==> src/rtl/serial_sub_pkg.sv <==
`default_nettype none
// ============================================================================
// Module  : serial_sub_pkg
// Purpose : Shared types and constants for the bit-serial subtractor.
// Revision: 1.0
// ============================================================================
package serial_sub_pkg;

  localparam int SUB_DEFAULT_WIDTH = 8;

  typedef enum logic [1:0] {
    IDLE = 2'd0,
    RUN  = 2'd1,
    DONE = 2'd2
  } sub_state_t;

endpackage
`default_nettype wire

==> src/rtl/serial_sub_if.sv <==
`default_nettype none
// ============================================================================
// Module  : serial_sub_if
// Purpose : Operand/result bundle between the operand source and serial_sub.
// Revision: 1.0
// ============================================================================
interface serial_sub_if
  import serial_sub_pkg::*;
#(
  parameter int WIDTH = SUB_DEFAULT_WIDTH
);

  logic             start;
  logic [WIDTH-1:0] a;
  logic [WIDTH-1:0] b;
  logic             busy;
  logic             done;
  logic [WIDTH-1:0] diff;
  logic             bout;

  modport master (
    output start, a, b,
    input  busy, done, diff, bout
  );

  modport slave (
    input  start, a, b,
    output busy, done, diff, bout
  );

endinterface
`default_nettype wire

==> src/rtl/full_sub.sv <==
`default_nettype none
// ============================================================================
// Module  : full_sub
// Purpose : Single-bit full subtractor cell, d = a - b - bi.
// Revision: 1.0
// ============================================================================
module full_sub (
  input  logic a,
  input  logic b,
  input  logic bi,
  output logic d,
  output logic bo
);

  logic w_x;

  assign w_x = a ^ b;
  assign d   = w_x ^ bi;
  assign bo  = (~a & b) | (~w_x & bi);

endmodule
`default_nettype wire

==> src/rtl/serial_sub.sv <==
`default_nettype none
// ============================================================================
// Module  : serial_sub
// Purpose : Bit-serial unsigned subtractor, one bit per clock, LSB first.
// Revision: 1.0
// ============================================================================
module serial_sub
  import serial_sub_pkg::*;
#(
  parameter int WIDTH = SUB_DEFAULT_WIDTH
) (
  input  logic        clk,
  input  logic        rst,
  serial_sub_if.slave bus
);

  localparam int                 c_CNT_W = $clog2(WIDTH + 1);
  localparam logic [c_CNT_W-1:0] c_LAST  = c_CNT_W'(WIDTH - 1);

  sub_state_t         r_state;
  sub_state_t         w_next;
  logic               w_load;
  logic               w_last;

  logic [WIDTH-1:0]   r_sa;
  logic [WIDTH-1:0]   r_sb;
  logic [WIDTH-1:0]   r_res;
  logic [WIDTH-1:0]   w_res_shift;
  logic               r_brw;
  logic [c_CNT_W-1:0] r_cnt;

  logic               r_busy;
  logic               r_done;
  logic [WIDTH-1:0]   r_diff;
  logic               r_bout;

  logic               w_d;
  logic               w_bo;

  full_sub u_slice (
    .a  (r_sa[0]),
    .b  (r_sb[0]),
    .bi (r_brw),
    .d  (w_d),
    .bo (w_bo)
  );

  assign w_last = (r_cnt == c_LAST);

  // The new difference bit enters at the MSB so the LSB lands in bit 0 last.
  generate
    if (WIDTH == 1) begin : g_one
      assign w_res_shift = w_d;
    end else begin : g_wide
      assign w_res_shift = {w_d, r_res[WIDTH-1:1]};
    end
  endgenerate

  always_ff @(posedge clk) begin
    if (rst) begin
      r_state <= IDLE;
    end else begin
      r_state <= w_next;
    end
  end

  always_comb begin
    w_next = r_state;
    w_load = 1'b0;
    case (r_state)
      IDLE: begin
        if (bus.start) begin
          w_load = 1'b1;
          w_next = RUN;
        end
      end
      RUN: begin
        if (w_last) begin
          w_next = DONE;
        end
      end
      DONE: begin
        if (bus.start) begin
          w_load = 1'b1;
          w_next = RUN;
        end else begin
          w_next = IDLE;
        end
      end
      default: w_next = IDLE;
    endcase
  end

  always_ff @(posedge clk) begin
    if (rst) begin
      r_sa   <= '0;
      r_sb   <= '0;
      r_res  <= '0;
      r_brw  <= 1'b0;
      r_cnt  <= '0;
      r_busy <= 1'b0;
      r_done <= 1'b0;
      r_diff <= '0;
      r_bout <= 1'b0;
    end else begin
      r_busy <= (w_next == RUN);
      r_done <= (w_next == DONE);
      if (w_load) begin
        r_sa  <= bus.a;
        r_sb  <= bus.b;
        r_res <= '0;
        r_brw <= 1'b0;
        r_cnt <= '0;
      end else if (r_state == RUN) begin
        r_sa  <= r_sa >> 1;
        r_sb  <= r_sb >> 1;
        r_res <= w_res_shift;
        r_brw <= w_bo;
        r_cnt <= r_cnt + c_CNT_W'(1);
        if (w_last) begin
          r_diff <= w_res_shift;
          r_bout <= w_bo;
        end
      end
    end
  end

  assign bus.busy = r_busy;
  assign bus.done = r_done;
  assign bus.diff = r_diff;
  assign bus.bout = r_bout;

endmodule
`default_nettype wire

==> src/flat_wrapper.sv <==
// flat-port wrapper written by rule: the top's interface ports become plain ports
module serial_sub_flat import serial_sub_pkg::*;
#(
  parameter int WIDTH = SUB_DEFAULT_WIDTH
)
  (clk, rst, bus_start, bus_a, bus_b, bus_busy, bus_done, bus_diff, bus_bout);
  serial_sub_if #(.WIDTH(WIDTH)) bus_i ();
  input  logic clk;
  input  logic rst;
  input wire logic [$bits(bus_i.start)-1:0] bus_start;
  input wire logic [$bits(bus_i.a)-1:0] bus_a;
  input wire logic [$bits(bus_i.b)-1:0] bus_b;
  output wire logic [$bits(bus_i.busy)-1:0] bus_busy;
  output wire logic [$bits(bus_i.done)-1:0] bus_done;
  output wire logic [$bits(bus_i.diff)-1:0] bus_diff;
  output wire logic [$bits(bus_i.bout)-1:0] bus_bout;
  assign bus_i.start = bus_start;
  assign bus_i.a = bus_a;
  assign bus_i.b = bus_b;
  assign bus_busy = bus_i.busy;
  assign bus_done = bus_i.done;
  assign bus_diff = bus_i.diff;
  assign bus_bout = bus_i.bout;
  serial_sub #(.WIDTH(WIDTH)) u_core (.clk(clk), .rst(rst), .bus(bus_i));
endmodule
==> config.mk <==
export PLATFORM = sky130hd
export DESIGN_NAME = serial_sub_flat
export DESIGN_NICKNAME = d
export VERILOG_FILES = /design/src/rtl/serial_sub_pkg.sv /design/src/rtl/serial_sub_if.sv /design/src/rtl/full_sub.sv /design/src/rtl/serial_sub.sv /design/src/flat_wrapper.sv
export SDC_FILE = /design/constraint.sdc
export NUM_CORES = 1
export LEC_CHECK = 0
export CELL_PAD_IN_SITES_DETAIL_PLACEMENT = 0
export CELL_PAD_IN_SITES_GLOBAL_PLACEMENT = 1
export CORE_AREA = 2 2 72 74
export CTS_BUF_LIST = sky130_fd_sc_hd__clkbuf_8
export CTS_CLUSTER_SIZE = 14
export DETAILED_ROUTE_END_ITERATION = 8
export DIE_AREA = 0 0 74 76
export PLACE_DENSITY_LB_ADDON = 0.1
export SYNTH_ARGS = -nofsm -noshare
export SYNTH_HDL_FRONTEND = slang
export SYNTH_SLANG_ARGS = --single-unit
==> constraint.sdc <==
create_clock -name clk -period 1.35 [get_ports clk]
set_input_delay 0.2025 -clock clk [delete_from_list [all_inputs] [get_ports clk]]
set_output_delay 0.2025 -clock clk [all_outputs]
set_load 0.005 [all_outputs]
# --- Word-level counts from Yosys, hierarchy flattened ---
# Index checks and enable logic that the tools add are counted.
totals:
  rom_bits: 0
  output_inout_bits: 11
  mem_bits_rw: 0
  mem_count: 0
  latchBits: 0
  regBits: 42
  inputBits: 19
  elab_cells: 39
classes:
  n_reduce_logical: 5
  mux: 10
  div_mod_pow: 0
  addsub: 1
  n_eq_ne: 5
  magnitude_cmp: 0
  multipliers: 0
  n_shift: 0
  bitwise: 8
op_table:
  columns: ["operator", "n"]
  rows:
  - ["2-to-1 mux 8 bit", 4]
  - ["one-hot mux 2 bit (3 select lines)", 1]
  - ["adder 4 x 1 -> 4 bit (second input constant)", 1]
  - ["equality test 2 x 1 -> 1 bit (second input constant)", 2]
  - ["equality test 2 bit (second input constant)", 2]
  - ["equality test 4 x 3 -> 1 bit (second input constant)", 1]
  - ["2-to-1 mux 2 bit", 2]
  - ["OR reduction 2 bit", 2]
  - ["2-to-1 mux 1 bit", 3]
  - ["NOT 1 bit", 3]
  - ["AND reduction 3 bit", 1]
  - ["AND 1 bit", 2]
  - ["logical NOT 2 bit", 1]
  - ["nonzero test 2 bit", 1]
  - ["XOR 1 bit", 2]
  - ["bitwise OR 1 bit", 1]

# --- Logic depth before layout (Yosys ltp) ---
logic_depth:
  depth_word: 5
  mapped_depth: 5
  depth_no_buf: 4

# --- Modules after synthesis ---
# From an unflattened synthesis, not the netlist that was laid out.
unflattened:
  hier_cells: 186
  hier_area_um2: 1644.1
by_module_without_submodules:
  columns: ["mod", "area_each_um2", "instances", "seq_area_each_um2", "cells_per_inst"]
  rows:
  - ["serial_sub", 1612.8, 1, 820.8, 182]
  - ["full_sub", 31.3, 1, 0.0, 4]

# --- Least setup slack after synthesis ---
# OpenSTA, ideal clock, no wires.
synth_timing:
  path_type: "register to register"
  from: "reg u_core.r_cnt[0]"
  to: "reg u_core.r_bout (netlist: u_core.bus.bout)"
  synth_period_minus_slack_ns: 1.164
  setup_slack_ns: 0.186
  path_stages_with_launch: 6
  required_time_ns: 1.259
  t_arrival_ns: 1.073
  cell_sequence: "dfxtp_1 ha_1 and3b_1 buf_4 a21oi_1 a311oi_1"
synth_between:
  elab_chain_len: 2
synth_lines:
  columns: ["element", "line", "text"]
  rows:
  - ["start, declared", "serial_sub.sv:30", "logic [c_CNT_W-1:0] r_cnt;"]
  - ["start signal, assigned", "serial_sub.sv:119", "r_cnt <= r_cnt + c_CNT_W'(1);"]
  - ["equality test 4 x 3 -> 1 bit", "serial_sub.sv:48", "assign w_last = (r_cnt == c_LAST);"]
  - ["AND reduction 3 bit (no line)", null, null]
  - ["end signal, assigned", "serial_sub.sv:122", "r_bout <= w_bo;"]
  - ["end, declared", "serial_sub.sv:35", "logic r_bout;"]
# Every way passes these cells.
# A chain may end at the register's enable or synchronous reset.

# --- Worst setup path after layout ---
layout_timing:
  from: "reg u_core.r_diff[6] (netlist: u_core.bus.diff[6])"
  to: "out bus_diff[6]"
layout_rtl:
  columns: ["element", "line", "text"]
  rows:
  - ["start, declared", "serial_sub.sv:34", "logic [WIDTH-1:0] r_diff;"]
  - ["start signal, assigned", "serial_sub.sv:121", "r_diff <= w_res_shift;"]
  - ["end, declared", "flat_wrapper.sv:15", "output wire logic [$bits(bus_i.diff)-1:0] bus_diff;"]
# No word-level cell between the ends.

==> qor.yml <==
drc: 0
routed_via_density: 4.92
grt_max_degree: 26
p_leak_nw: 0.824
wl_um: 3630
rsz0062_at_grt: "false"
max_freq_mhz: 764
status: "complete, no violations"
grt_pass1_wl_um: 6350
syn_avg_cell_area_um2: 8.56
vdd_drop_max_mv: 0.443
maxCapViolations: 0
crit_buf_inv: 1
vias: 1436
hold_depth: 2
relSlewSlack: 0.830
synth_area_leaders: "dfxtp_1 (51%), a21oi_1 (6.9%), nand2_1 (6.1%), nor3_1 (5.9%), o21ai_0 (4.1%)"
cts_buffer_depth: 2
diodes: 0
wl_per_cell_um: 12.4
fin_crit_sh: 0.969
drt_iter0_markers: 49
die_x_um: 74
antenna_found_initial: 0
first_pass_iters: 4
syn_nets: 208
die_area_um2: 5620
ys_ff_latch: 41
dpl.hpwl_um: 2480
cp-end-kind: "output port"
synth_area_um2: 1600
cts.sink_count: 41
grt_pass1_vias: 1393
cp_top_family: "buffers and inverters"
synth_cells: 187
cp-start-kind: "register"
total_power_mw: 2.40
fin_nets: 243
reg2reg_slack_ns: 0.09
finalSetupViolCount: 0
critPathMaxFanout: 2
finalClockSkew_ns: 0.00595
required_ns: 1.15
core-area_um2: 4910
synth_top_area_frac: 0.513
grtUsageTotal: 0.143
rr_startpoint: "u_core.r_cnt[0]"
netlist-cell-type-count: 28
port_buffers: 29
root_buffer: "clkbuf_8"
n_fill_cell: 498
final_util: 0.431
r2r_cells: 4
pin_count: 30
clock_latency_ns: 0.29
numCtsBuffers: 5
ant_nets: 0
num_rows: 26
min_delay_worst_endpoint: "u_core.r_res[1]"
path_cells: "clkdlybuf4s50_1"
hp-start: "u_core.r_res[1]"
htree_num_levels: 2
power.density_nw_per_um2: 1130
netlist.top_cell.by_area: "dfxtp_1"
hold_viol: 0
grt_remaining_overflow: 0
min_period_ns: 1.31
start_util: 0.326
area_growth_pct: 32.4
tritoncts: "yes"
hold_buffers: 0
synth_seq_area_share: 0.513
clk_pin_slew_ns: 0.08
gp_congestion: 0.708
max_stage_delay_ns: 0.50
ys_warn_count: 0
tns_ns: 0
crit_type: "reg2out"
fp.dieH_um: 76
r2r-end: "u_core.bus.bout"
layout-drive-gt1-share: 0.126
critPathArrivalTime_ns: 1.11
worstHoldPathType: "reg2reg"
worstMarginPinSlew_ns: 0.254
drv_slew: 0
worst_path_max_delay_cell: "clkdlybuf4s50_1"
## final cells by class
class	instances	area [um^2]	area share
clock buffers	6	82.6	0.0390
clock inverters	1	3.75	0.00177
inverters	3	11.3	0.00531
multi-input cells	126	673	0.318
flip-flops and latches	41	826	0.390
well taps	70	87.6	0.0413
repair buffers	45	435	0.205
## cell families after synthesis
logic type | count (synthesis) | share of synthesized area
buffers and inverters | 20 | 0.0688
muxes | 1 | 0.00626
and+or+nand+nor | 70 | 0.205
xor gates and xnor gates | 2 | 0.0109
AOI/OAI and AO/OA | 51 | 0.176
adders and majority gates | 2 | 0.0203
DFF | 41 | 0.513
## routing by layer
layer	GRT usage	up-vias	part of all wire
met5	0	-	0
met4	0.0727	0	0.025
met3	0.0278	8	0.033
met2	0.238	35	0.51
met1	0.170	672	0.43
li1	-	721	-
## sequential cells by signal (all words and copies together) (netlist names)
register / flops
u_core.r_res: 7
u_core.bus.done: 1
u_core.bus.busy: 1
u_core.r_cnt: 4
u_core.bus.bout: 1
u_core.r_state: 2
u_core.r_brw: 1
u_core.bus.diff: 8
u_core.r_sb: 8
u_core.r_sa: 8
## metrics by stage
| stage | hold WS [ns] | setup slack [ns] | instances | area (um^2) |
|---|---|---|---|---|
| 3_5_place_dp | 0.456 | -0.0381 | 283 | 2000 |
| 3_3_place_gp | 0.449 | -0.0284 | 283 | 2000 |
| 6_report | 0.462 | 0.0419 | 292 | 2120 |
| 4_1_cts | 0.467 | 0.0125 | 290 | 2080 |
| 5_1_grt | 0.487 | 0.000126 | 292 | 2120 |
| 2_1_floorplan | 0.339 | 0.186 | 187 | 1600 |
## layout by cell type (no fill, tap or decap), drive strengths merged
cell type and n:
and2b 1, a311oi 1, o21ai 13, buf 16
a21oi 22, dfxtp 41, a22oi 2, nor2 5
nand2 26, nor3 19, clkbuf 6, ha 1
nor2b 1, mux2i 1, and3b 1, dlymetal6s2s 5
nand2b 2, a31oi 4, o22ai 8, xnor2 1
fa 1, a211oi 1, inv 4, clkdlybuf4s50 24
xor2 1, or3 1, nand3b 2, nand3 12
## Yosys cell counts
library cell / instances
inv_1: 3
a31oi_1: 4
xor2_1: 1
buf_2: 7
nor2_1: 5
nand2b_1: 2
a211oi_1: 1
mux2i_1: 1
nor2b_1: 1
buf_4: 5
o21ai_0: 13
and2b_1: 1
clkbuf_1: 4
nor3_1: 19
nand2_1: 26
ha_1: 1
a22oi_1: 2
a21oi_1: 22
fa_1: 1
xnor2_1: 1
nand3b_1: 2
dfxtp_1: 41
and3b_1: 1
buf_6: 1
nand3_1: 12
or3_1: 1
a311oi_1: 1
o22ai_1: 8
## worst max path at each step
| stage | startpoint | end | slack, ns | cells past startpoint |
|---|---|---|---|---|
| floorplan | u_core.r_cnt[0] | u_core.bus.bout | 0.19 | 5 |
| global placement | bus_start | u_core.r_sa[7] | -0.03 | 5 |
| detailed placement | bus_start | u_core.r_sa[7] | -0.04 | 5 |
| CTS | u_core.bus.diff[5] | bus_diff[5] | 0.01 | 1 |
| global route | u_core.bus.diff[6] | bus_diff[6] | 0.0001 | 1 |
| finish | u_core.bus.diff[6] | bus_diff[6] | 0.04 | 1 |
## where the power goes
part           internal (mW)  switching (mW)  leakage [nW]
sequential              1.26          0.0300         0.337
combinational          0.154           0.161         0.439
clock                  0.398           0.396        0.0485
total                   1.82           0.586         0.824
## what timing repair did
item / in CTS / in global routing
hold endpoints to repair: 0 / 0
pin swaps: 0 / 0
cloned: 0 / 0
setup endpoints to repair: 1 / 12
gates resized for setup: 1 / 10
setup buffers: 0 / 2
No activity file was read; power rests on OpenSTA's default activity.
